$ cat src/rtl/ucsbece154_icache_defs_pkg.sv
// rtl/ucsbece154_icache_defs_pkg.sv - shared icache defaults, refill state encoding, line-align helper
// Shared by the icache refill controller, the cache array and the memory model.
package ucsbece154_icache_defs;

  localparam int BLOCK_WORDS_DEF = 4;
  localparam int OFFSET_BITS_DEF = 2 + $clog2(BLOCK_WORDS_DEF);

  typedef enum logic [2:0] {
    S_IDLE,
    S_REQ,
    S_WAIT,
    S_FILL,
    S_COOLDOWN
  } state_t;

  // Clears the byte-offset bits so the address points at word 0 of its line.
  function automatic logic [31:0] line_align(input logic [31:0] addr, input int offset_bits);
    return addr & ~((32'd1 << offset_bits) - 32'd1);
  endfunction

endpackage

$ cat src/rtl/ucsbece154_refill_buffer.sv
// rtl/ucsbece154_refill_buffer.sv - BLOCK_WORDS x 32 line assembly buffer with write bypass
// The word being written this cycle is visible on o_line/o_rd_data in the same cycle.
module ucsbece154_refill_buffer
  import ucsbece154_icache_defs::*;
#(
  parameter int BLOCK_WORDS = BLOCK_WORDS_DEF
) (
  input  logic                        i_clk,
  input  logic                        i_reset,
  input  logic                        i_we,
  input  logic [$clog2(BLOCK_WORDS)-1:0] i_idx,
  input  logic [31:0]                 i_data,
  input  logic [$clog2(BLOCK_WORDS)-1:0] i_rd_idx,
  output logic [32*BLOCK_WORDS-1:0]   o_line,
  output logic [31:0]                 o_rd_data
);

  localparam int IDXW = $clog2(BLOCK_WORDS);

  logic [31:0] r_slot [BLOCK_WORDS];

  always_ff @(posedge i_clk or posedge i_reset) begin
    if (i_reset) begin
      for (int k = 0; k < BLOCK_WORDS; k++) begin
        r_slot[k] <= '0;
      end
    end else if (i_we) begin
      r_slot[i_idx] <= i_data;
    end
  end

  always_comb begin
    o_line = '0;
    for (int k = 0; k < BLOCK_WORDS; k++) begin
      o_line[32*k +: 32] = (i_we && (i_idx == IDXW'(k))) ? i_data : r_slot[k];
    end
  end

  assign o_rd_data = o_line[{i_rd_idx, 5'b00000} +: 32];

endmodule

$ cat src/rtl/ucsbece154_icache_refill.sv
// rtl/ucsbece154_icache_refill.sv - icache miss/refill controller on the SDRAM read-burst port
// Optional feature macro: UCSBECE154_EARLY_RESTART_EN (forward missed word as soon as it arrives).
module ucsbece154_icache_refill
  import ucsbece154_icache_defs::*;
#(
  parameter int BLOCK_WORDS = BLOCK_WORDS_DEF,
  parameter int OFFSET_BITS = 2 + $clog2(BLOCK_WORDS)
) (
  input  logic                      i_clk,
  input  logic                      i_reset,
  input  logic                      i_MissValid,
  input  logic [31:0]               i_MissAddress,
  output logic                      o_MissReady,
  output logic                      o_ReadRequest,
  output logic [31:0]               o_ReadAddress,
  input  logic [31:0]               i_DataIn,
  input  logic                      i_DataReady,
  output logic                      o_LineWe,
  output logic [31:0]               o_LineAddress,
  output logic [32*BLOCK_WORDS-1:0] o_LineData,
  output logic                      o_FetchValid,
  output logic [31:0]               o_FetchWord,
  output logic                      o_Busy,
  output logic                      o_ProtocolError
);

  localparam int IDXW = $clog2(BLOCK_WORDS);
  localparam int CNTW = IDXW + 1;

  state_t                   r_state;
  logic [CNTW-1:0]          r_cnt;
  logic [IDXW-1:0]          r_offset;

  logic                     w_buf_we;
  logic                     w_last;
  logic [31:0]              w_miss_line;
  logic [32*BLOCK_WORDS-1:0] w_line;
  logic [31:0]              w_rd_data;

  assign w_buf_we    = (r_state == S_WAIT) && i_DataReady;
  assign w_last      = w_buf_we && (r_cnt == CNTW'(BLOCK_WORDS - 1));
  assign w_miss_line = line_align(i_MissAddress, OFFSET_BITS);
  assign o_MissReady = (r_state == S_IDLE);
  assign o_Busy      = (r_state != S_IDLE);

  ucsbece154_refill_buffer #(
    .BLOCK_WORDS(BLOCK_WORDS)
  ) u_buf (
    .i_clk    (i_clk),
    .i_reset  (i_reset),
    .i_we     (w_buf_we),
    .i_idx    (r_cnt[IDXW-1:0]),
    .i_data   (i_DataIn),
    .i_rd_idx (r_offset),
    .o_line   (w_line),
    .o_rd_data(w_rd_data)
  );

  // Pulsed outputs are set on the edge that enters their state, so they are high during it.
  always_ff @(posedge i_clk or posedge i_reset) begin
    if (i_reset) begin
      r_state         <= S_IDLE;
      r_cnt           <= '0;
      r_offset        <= '0;
      o_ReadRequest   <= 1'b0;
      o_ReadAddress   <= '0;
      o_LineWe        <= 1'b0;
      o_LineAddress   <= '0;
      o_LineData      <= '0;
      o_FetchValid    <= 1'b0;
      o_FetchWord     <= '0;
      o_ProtocolError <= 1'b0;
    end else begin
      o_ReadRequest <= 1'b0;
      o_LineWe      <= 1'b0;
      o_FetchValid  <= 1'b0;
      if (i_DataReady && (r_state != S_WAIT)) begin
        o_ProtocolError <= 1'b1;
      end
      case (r_state)
        S_IDLE: begin
          if (i_MissValid) begin
            r_offset      <= i_MissAddress[OFFSET_BITS-1:2];
            o_ReadAddress <= w_miss_line;
            o_ReadRequest <= 1'b1;
            r_cnt         <= '0;
            r_state       <= S_REQ;
          end
        end
        S_REQ: begin
          r_state <= S_WAIT;
        end
        S_WAIT: begin
          if (w_buf_we) begin
            r_cnt <= r_cnt + CNTW'(1);
`ifdef UCSBECE154_EARLY_RESTART_EN
            if (r_cnt[IDXW-1:0] == r_offset) begin
              o_FetchValid <= 1'b1;
              o_FetchWord  <= w_rd_data;
            end
`endif
          end
          if (w_last) begin
            o_LineWe      <= 1'b1;
            o_LineAddress <= o_ReadAddress;
            o_LineData    <= w_line;
`ifndef UCSBECE154_EARLY_RESTART_EN
            o_FetchValid  <= 1'b1;
            o_FetchWord   <= w_rd_data;
`endif
            r_state       <= S_FILL;
          end
        end
        S_FILL: begin
          r_state <= S_COOLDOWN;
        end
        S_COOLDOWN: begin
          r_state <= S_IDLE;
        end
        default: begin
          r_state <= S_IDLE;
        end
      endcase
    end
  end

endmodule

$ cat config.mk
export PLATFORM = sky130hd
export DESIGN_NAME = ucsbece154_icache_refill
export DESIGN_NICKNAME = d
export VERILOG_FILES = /design/src/rtl/ucsbece154_icache_defs_pkg.sv /design/src/rtl/ucsbece154_refill_buffer.sv /design/src/rtl/ucsbece154_icache_refill.sv
export SDC_FILE = /design/constraint.sdc
export NUM_CORES = 1
export LEC_CHECK = 0
export CAP_MARGIN = 20
export CORE_MARGIN = 5
export CORE_UTILIZATION = 30
export CTS_CLUSTER_SIZE = 24
export DETAILED_ROUTE_END_ITERATION = 8
export PLACE_DENSITY = 0.5
export SLEW_MARGIN = 30
export SYNTH_ARGS = -nofsm -noshare
export SYNTH_HDL_FRONTEND = slang
export SYNTH_SLANG_ARGS = --single-unit
$ cat constraint.sdc
create_clock -name i_clk -period 24 [get_ports i_clk]
set_clock_uncertainty 0.05 [all_clocks]
set_input_delay 4.8 -clock i_clk [delete_from_list [all_inputs] [get_ports i_clk]]
set_output_delay 4.8 -clock i_clk [all_outputs]
set_load 0.01 [all_outputs]
==> flow_summary.yaml <==
run_status:
  status: "finished, final reports clean"
logic_synthesis:
  synth_area_um2: 14200
  syn_area_per_cell_um2: 11.6
  synth-warning-count: 0
  synth.distinct_cells: 39
  yosys-top-cells-area: "dfrtp_1 (63%), nand2_1 (7.3%), mux2i_1 (7.2%), mux2_2 (5.2%), o21ai_0 (3.9%)"
  yosysTopAreaCellShare: 0.627
  yosys.area.top_type: "dfrtp_1"
  synth_cells: 1218
  synth_seq_cells: 355
  ys_seq_area_frac: 0.627
die:
  core_area_um2: 46700
  die_x_um: 227
  dieArea_um2: 51600
  start_util: 0.304
  num_rows: 79
  num_io_pins: 298
  die_y_um: 227
cells_and_area:
  finish.instance_area_um2: 18900
  layout_common_cells: "dfrtp_1 (354), clkdlybuf4s50_1 (287), nand2_1 (277)"
  fill_cells: 4627
  diodes: 0
  regArea_um2: 8880
  area_growth_pct: 33.7
  final_common_cell: "dfrtp_1"
  drive_gt1_frac: 0.113
  fin_nets: 1561
  multiInputGateArea_um2: 4500
pwr:
  ir_worst_vdd_mv: 0.0679
  leakage_nw: 9.54
  powerDensity_nw_per_um2: 125
worst_hold_path:
  hold_end: "o_LineData[66]$_DFFE_PP0P_"
  min_from: "o_LineData[66]$_DFFE_PP0P_"
  hold_path_depth: 2
  hold_class: "flip-flop to flip-flop"
setup_path:
  startpoint_type: "primary input"
  r2r-end: "o_FetchWord[28]$_DFFE_PP0P_"
  rr_worst_depth: 8
  rrSetupSlack_ps: 20840
  crit_type: "primary input to flip-flop"
  crit_path_start: "i_DataReady"
  cp-end-kind: "flip-flop"
  crit_arrival_ps: 7880
  critPathRequiredTime_ps: 24430
  cp_max_fo: 117
  r2r-start: "r_cnt[0]$_DFFE_PP0P_"
clock_tree:
  cts_made_buffers: 41
  clk_latency_ps: 550
  clockRootBuffer: "clkbuf_16"
  cts_tree: "done"
  cts_sinks: 355
  cts_setup_buffers: 0
  ctsHoldBuffers: 0
  path_clk_slew_ps: 60
  cts_resized: 0
  htree_num_levels: 2
  cts_max_path_buffers: 3
route:
  routed_wirelength_mm: 39.5
  routedWlPerCell_um: 18.6
  via_count: 9487
  viasPerCell: 4.46
  drt_iter0_drc: 496
  drc: 0
  antenna_left: 0
  dr.pass1.iters: 4
sta:
  max_clock_freq_ghz: 0.134
  drv_slew: 0
  fin_crit_ps: 7460
  tightest_slew_ps: 864
  fin_setup_tns_ps: 0
  setup_violations: 0
  rsz0062_at_grt: "false"
  hold_viol: 0
  period_share: 0.311
  slew-limit-headroom: 0.424
place:
  place.gp.congestion: 0.738
  dp_hpwl_mm: 24.8
  port_buffers: 287
  placed_cell_area_um2: 17500
grt:
  track_usage: 0.151
  grt_pass1_vias: 9966
  grt_max_degree: 170
  antenna_found_initial: 0
  grt_pass1_wl_mm: 60.4
  overflow: 0
run:
  drv_cap: 0
[worst max path at each step]
stage               slack [ps]                           to
global route             16290  o_FetchWord[28]$_DFFE_PP0P_
detailed placement       15420  o_FetchWord[28]$_DFFE_PP0P_
global placement         15470  o_FetchWord[28]$_DFFE_PP0P_
CTS                      16010  o_FetchWord[28]$_DFFE_PP0P_
floorplan                 9300       o_FetchValid$_DFF_PP0_
finish                   16540  o_FetchWord[28]$_DFFE_PP0P_
[sequential cells by signal, summed over array words and instances (netlist names)]
name,flops
o_LineAddress,28
o_ReadAddress,28
r_state,3
r_cnt,3
r_offset,2
o_LineData,128
o_ReadRequest,1
o_FetchWord,32
u_buf.r_slot,128
o_FetchValid,1
o_ProtocolError,1
[metal layers]
metal	part of all wire	vias up	track usage	wire length [um]
met1	0.45	4681	0.204	17700
li1	-	4529	-	-
met3	0.078	60	0.0564	3080
met4	0.020	0	0.0419	801
met2	0.45	217	0.229	17900
met5	0	-	0	0
[critical path: stages]
cell and delay [ps]:
clkdlybuf4s50_1 530, nor4bb_4 540, nand2_8 450, inv_2 160, buf_4 620, nand2b_1 230
o32ai_1 330, a221o_1 180
[cell type report]
| cell class | count | share of cell area |
|---|---|---|
| flip-flops and latches | 355 | 0.469 |
| well taps | 607 | 0.0401 |
| clock buffers | 63 | 0.0654 |
| inverters | 111 | 0.0224 |
| multi-input cells | 682 | 0.238 |
| repair buffers | 297 | 0.158 |
| clock inverters | 11 | 0.00747 |
[synth_stat cells]
library cell / number
dfrtp_1: 355
nand2_1: 277
inv_1: 111
o21ai_0: 111
mux2i_1: 102
mux2_2: 66
clkbuf_1: 36
nor2_1: 21
mux4_2: 18
a211oi_1: 13
buf_2: 13
o21ai_1: 12
o22ai_1: 12
buf_4: 11
buf_6: 9
buf_1: 8
ha_1: 5
nand2_4: 4
nand3_1: 4
nor3b_1: 3
o21bai_1: 3
a221o_1: 2
and3b_1: 2
mux2i_2: 2
nor2b_1: 2
nor3_1: 2
o32ai_1: 2
a221oi_1: 1
a31oi_1: 1
a32o_1: 1
and2_1: 1
conb_1: 1
nand2_2: 1
nand2b_1: 1
nor4bb_2: 1
o31ai_1: 1
or2_2: 1
or3_1: 1
xnor2_1: 1
[power breakdown]
group | switching, mW | internal, mW | total (mW)
Combinational | 0.384 | 0.413 | 0.797
Clock | 0.249 | 0.388 | 0.637
Sequential | 0.115 | 0.818 | 0.933
[kinds of logic (layout without fill, tap and decap cells)]
group | after synthesis | count (layout) | share of synthesized area
mux | 188 | 188 | 0.155
flops | 355 | 355 | 0.627
other cells | 1 | 8 | 0.000265
compound gates | 159 | 159 | 0.0622
fa+ha+maj | 5 | 5 | 0.00442
simple gates | 321 | 321 | 0.0914
xor+xnor | 1 | 1 | 0.000619
buf+inv | 188 | 482 | 0.0587
[per-stage QoR]
step | util | hold slack, ps | std cells | worst slack [ps] | total power [mW]
6_report | 0.406 | 421 | 2126 | 16540 | 2.37
5_1_grt | 0.406 | 446 | 2126 | 16290 | 2.52
4_1_cts | 0.405 | 428 | 2124 | 16010 | 2.41
3_5_place_dp | 0.375 | 412 | 2050 | 15420 | 1.76
3_3_place_gp | 0.375 | 407 | 2050 | 15470 | 1.74
2_1_floorplan | - | 410 | 1225 | 9300 | 1.35
Power figures use the tool's default switching activity.
==> edit 1 (same settings) <==
The option `UCSBECE154_EARLY_RESTART_EN` is turned on by a define.
--- a/src/rtl/ucsbece154_icache_refill.sv
+++ b/src/rtl/ucsbece154_icache_refill.sv
@@ -1,4 +1,6 @@
 // rtl/ucsbece154_icache_refill.sv - icache miss/refill controller on the SDRAM read-burst port
 // Optional feature macro: UCSBECE154_EARLY_RESTART_EN (forward missed word as soon as it arrives).
+`define UCSBECE154_EARLY_RESTART_EN
+
 module ucsbece154_icache_refill
   import ucsbece154_icache_defs::*;
Formal check against the unedited RTL: not equivalent (Yosys sat finds a counterexample within 4 cycles, from zero or initial values and one cycle with i_reset high).
==> edit 1 against the unedited design <==
Cell area grew 0.48%. Sequential cell count up 1. Global-route usage grew 0.23 points. Clock power fell by 1%. Register-to-register slack lost 360 ps. Critical path depth shrank 3. Wire length up 2.2%. Total power increased by 8.8%. Setup slack got worse by 300 ps. Synthesized area is 1.1% higher. Largest power group unchanged. Highest routed layer unchanged.
==> edit 1: results (changes against the unedited design) <==
Placement
  • Place WS: 15500 ps (+77.1 ps)
  • HPWL after DPL: 25400 um (+2.8%)
  • Post-Place Cell Area: 17600 sq um (+0.76%)
  • Placed Cells: 1917 (-6.5%)

Timing
  • Slew at the pin closest to its max-slew limit: 936 ps (+71.7 ps)
  • Min Hold Slack: 419 ps (-1.80 ps)

Global routing
  • Met2 global-route usage: 0.263 (+0.0343)
  • Met3 Use GR: 0.0383 (-0.0181)
  • GR Util met1: 0.192 (-0.0125)
  • Vias in the first global route: 9792 (-1.7%)
  • Largest net degree at the start of global routing: 98 (-42%)

Cells and area
  • Fillers: 4586 (-0.89%)
  • Layout cell share with drive strength beyond 1: 0.208 (+0.0950)
  • Final non-filler cell total: 1993 (-6.3%)
  • Final nets: 1419 (-9.1%)

Synthesis
  • Sequential element share of the synthesized area: 0.622 (-0.00505)
  • Commonest cells post-synth: dfrtp_1 (356), mux2_2 (179), nor2_1 (106)
  • Number of distinct library cells after synthesis: 46 (+18%)
  • Synth area leaders: dfrtp_1 (62%), mux2_2 (14%), mux2i_1 (5.2%), nor2_1 (2.8%), a21oi_1 (2.6%)

Routing
  • Final WL: 40300 um (+2.2%)
  • Via/cell ratio: 4.59 (+2.9%)
  • DR iter-0 viols: 505 (+1.8%)

Power
  • Static leakage power: 9.11 nW (-4.5%)
  • Switching Share: 0.323 (+0.00721)

Worst setup path
  • Reg2Reg Depth: 4 (-4)
  • Crit path largest cell delay: 800 ps (+180 ps)
  • Worst R2R Start: r_state[2]
  • Family with the most delay on the worst path: simple AND/OR/NAND/NOR gates
  • CP Max Fanout: 74 (-37%)
  • R2R setup slack: 20480 ps (-360 ps)

Status
  • Status: complete, no violations

Worst hold path
  • Hold EP: o_ProtocolError
## edit 1: layout make-up
class / count / area [sq um] / area share
Inverter: 78 / 300 / 0.0158
Tap cell: 615 / 769 / 0.0404
Multi-Input combinational cell: 571 / 4720 / 0.248
Timing Repair Buffer: 297 / 2960 / 0.156
Clock buffer: 65 / 1280 / 0.0672
Clock inverter: 11 / 88.8 / 0.00467
Sequential cell: 356 / 8910 / 0.468
## edit 1: routing by layer
layer	vias up	wire length, um
met5	-	0
met4	0	799
met3	53	2180
met2	188	20400
met1	4684	17000
li1	4230	-
## edit 1: cell families (layout without fill, tap and decap cells)
group                    after synthesis  count (layout)  synth area share
other                                  1               8          0.000262
multiplexers                         269             269             0.205
flip-flops                           356             356             0.622
XOR/XNOR                               3               3           0.00184
AND/OR/NAND/NOR                      137             137            0.0434
AO/OA/AOI/OAI                        149             149            0.0707
adder cells (fa/ha/maj)                5               5           0.00437
buffers and inverters                145             451            0.0520
## edit 1: worst max path at each step
stage          depth (start not counted)           endpoint        start  slack, ps
2_1_floorplan                          1       o_FetchValid      i_reset       9270
3_3_place_gp                           5  o_LineAddress[20]  i_DataReady      15500
3_5_place_dp                           5  o_LineAddress[24]  i_DataReady      15500
4_1_cts                                5  o_LineAddress[24]  i_DataReady      16080
5_1_grt                                5     o_LineData[79]  i_DataReady      16030
6_report                               5     o_LineData[79]  i_DataReady      16240
## edit 1: power by group through the flow
stage          Sequential [mW]  Clock [mW]  Combinational [mW]
4_1_cts                  0.994       0.652               0.978
5_1_grt                   1.02       0.671                1.04
2_1_floorplan             1.04           0               0.442
3_3_place_gp             0.993           0               0.966
3_5_place_dp              1.00           0               0.973
6_report                 0.990       0.630               0.956
==> edit 2 (same settings) <==
Made on the original files. Put one more register stage on the output `o_ProtocolError`, with the module's reset. The value now appears one clock later. The other outputs are not delayed to match.
--- a/src/rtl/ucsbece154_icache_refill.sv
+++ b/src/rtl/ucsbece154_icache_refill.sv
@@ -27,4 +27,6 @@
   localparam int IDXW = $clog2(BLOCK_WORDS);
   localparam int CNTW = IDXW + 1;
+
+  logic o_ProtocolError_s0;
 
   state_t                   r_state;
@@ -70,5 +72,5 @@
       o_FetchValid    <= 1'b0;
       o_FetchWord     <= '0;
-      o_ProtocolError <= 1'b0;
+      o_ProtocolError_s0 <= 1'b0;
     end else begin
       o_ReadRequest <= 1'b0;
@@ -76,5 +78,5 @@
       o_FetchValid  <= 1'b0;
       if (i_DataReady && (r_state != S_WAIT)) begin
-        o_ProtocolError <= 1'b1;
+        o_ProtocolError_s0 <= 1'b1;
       end
       case (r_state)
@@ -125,4 +127,12 @@
   end
 
+  always_ff @(posedge i_clk or posedge i_reset) begin
+    if (i_reset) begin
+      o_ProtocolError <= '0;
+    end else begin
+      o_ProtocolError <= o_ProtocolError_s0;
+    end
+  end
+
 endmodule
 
Formal check against the unedited RTL: not equivalent (a bounded check fails within 4 cycles, from zero or initial values and one cycle with i_reset high).
==> edit 2 against the unedited design <==
Global-route usage shrank 0.076 points. Setup slack better by 20 ps. Final cell count hardly changed. Sequential cell count increased by 1. Count of clock-buffer cells in the layout up 3. Critical path depth unchanged. Cell area down 0.15%. Synthesized area is 0.22% higher. Synthesized cell count hardly changed. Wire length down 0.60%. Total power fell by 0.75%.
==> edit 2: results (changes against the unedited design) <==
Synthesis
  • Synth area leaders: dfrtp_1 (63%), nand2_1 (7.3%), mux2i_1 (7.2%), mux2_2 (5.2%), o21ai_0 (3.9%)
  • Synthesized area: 14200 sq um (+0.22%)
  • Sequential element share of the synthesized area: 0.628 (about the same)
  • Commonest cells post-synth: dfrtp_1 (356), nand2_1 (277), inv_1 (111), o21ai_0 (111), mux2i_1 (102)
  • XOR/XNOR Fraction of Synth Area: 0.000617 (-0.00000136)
  • Yosys reg bits: 356 (+0.28%)
  • Syn Area/Cell: 11.6 sq um (+0.14%)
  • Synth Area in Adders: 0.00441 (-0.00000974)

Cells and area
  • Fraction of area in multi-input gates: 0.238 (+0.000362)
  • Non-clock buffering overhead: 0.158 (+0.000240)
  • Final nets: 1563 (+0.13%)
  • Layout clock buffers: 66 (+4.8%)

Timing
  • Minimum clock period: 7440 ps (-20.2 ps)
  • Slew headroom: 0.437 (+0.0133)

Global routing
  • Global-route wire length before repair: 60500 um (+0.17%)
  • Largest net degree at the start of global routing: 169 (-0.59%)
  • GR Util met1: 0.201 (-0.00306)
  • Met3 Use GR: 0.0592 (+0.00284)
  • Vias in the first global route: 9972 (+0.060%)
  • Global router's overall resource usage: 0.150 (-0.000756)
  • Initial antenna violation count: 2 (+2)

Power
  • VDD IR-drop max: 0.0676 mV (-0.39%)
  • Switching Share: 0.317 (+0.000636)
  • Combinational power: 795 uW (about the same)
  • Clk pwr share: 0.263 (-0.006)

Routing
  • Vias: 9543 (+0.59%)
  • Final WL: 39200 um (-0.60%)
  • DR iter-0 viols: 555 (+12%)
  • Met2 WL post-DR: 17700 um (-1.0%)

Worst setup path
  • Arrival @ worst endpoint: 7870 ps (about the same)

Placement
  • Placed Cells: 2051 (+0.049%)
  • Post-Place Cell Area: 17500 sq um (+0.12%)
  • GPL Wtd Cong: 0.727 (-1.4%)
  • Place WS: 15340 ps (-87.2 ps)
  • HPWL after DPL: 25000 um (+0.83%)

Clocking
  • Total CTS buffers: 42 (+2.4%)

Status
  • Status: complete, no violations
==> edit 2: kinds of logic (layout without fill, tap and decap cells) <==
kind of cell / Yosys count / after routing
AO/OA/AOI/OAI: 159 / 159
AND/OR/NAND/NOR: 321 / 321
flip-flops: 356 / 356
adder cells (fa/ha/maj): 5 / 5
buffers and inverters: 188 / 480
XOR/XNOR: 1 / 1
multiplexers: 188 / 188
other: 1 / 8
==> edit 2: path summary, 6_finish.rpt <==
kind                       slack [ps]                end  cells after the start                from
setup / recovery                16560    o_FetchWord[28]                      8         i_DataReady
hold / removal                    330    o_ProtocolError                      0  o_ProtocolError_s0
setup reg to reg                20750    o_FetchWord[28]                      8            r_cnt[0]
hold reg to reg                   330    o_ProtocolError                      0  o_ProtocolError_s0
max in group asynchronous       17860  u_buf.r_slot[113]                      4             i_reset
min in group asynchronous        4660  o_LineAddress[22]                      2             i_reset
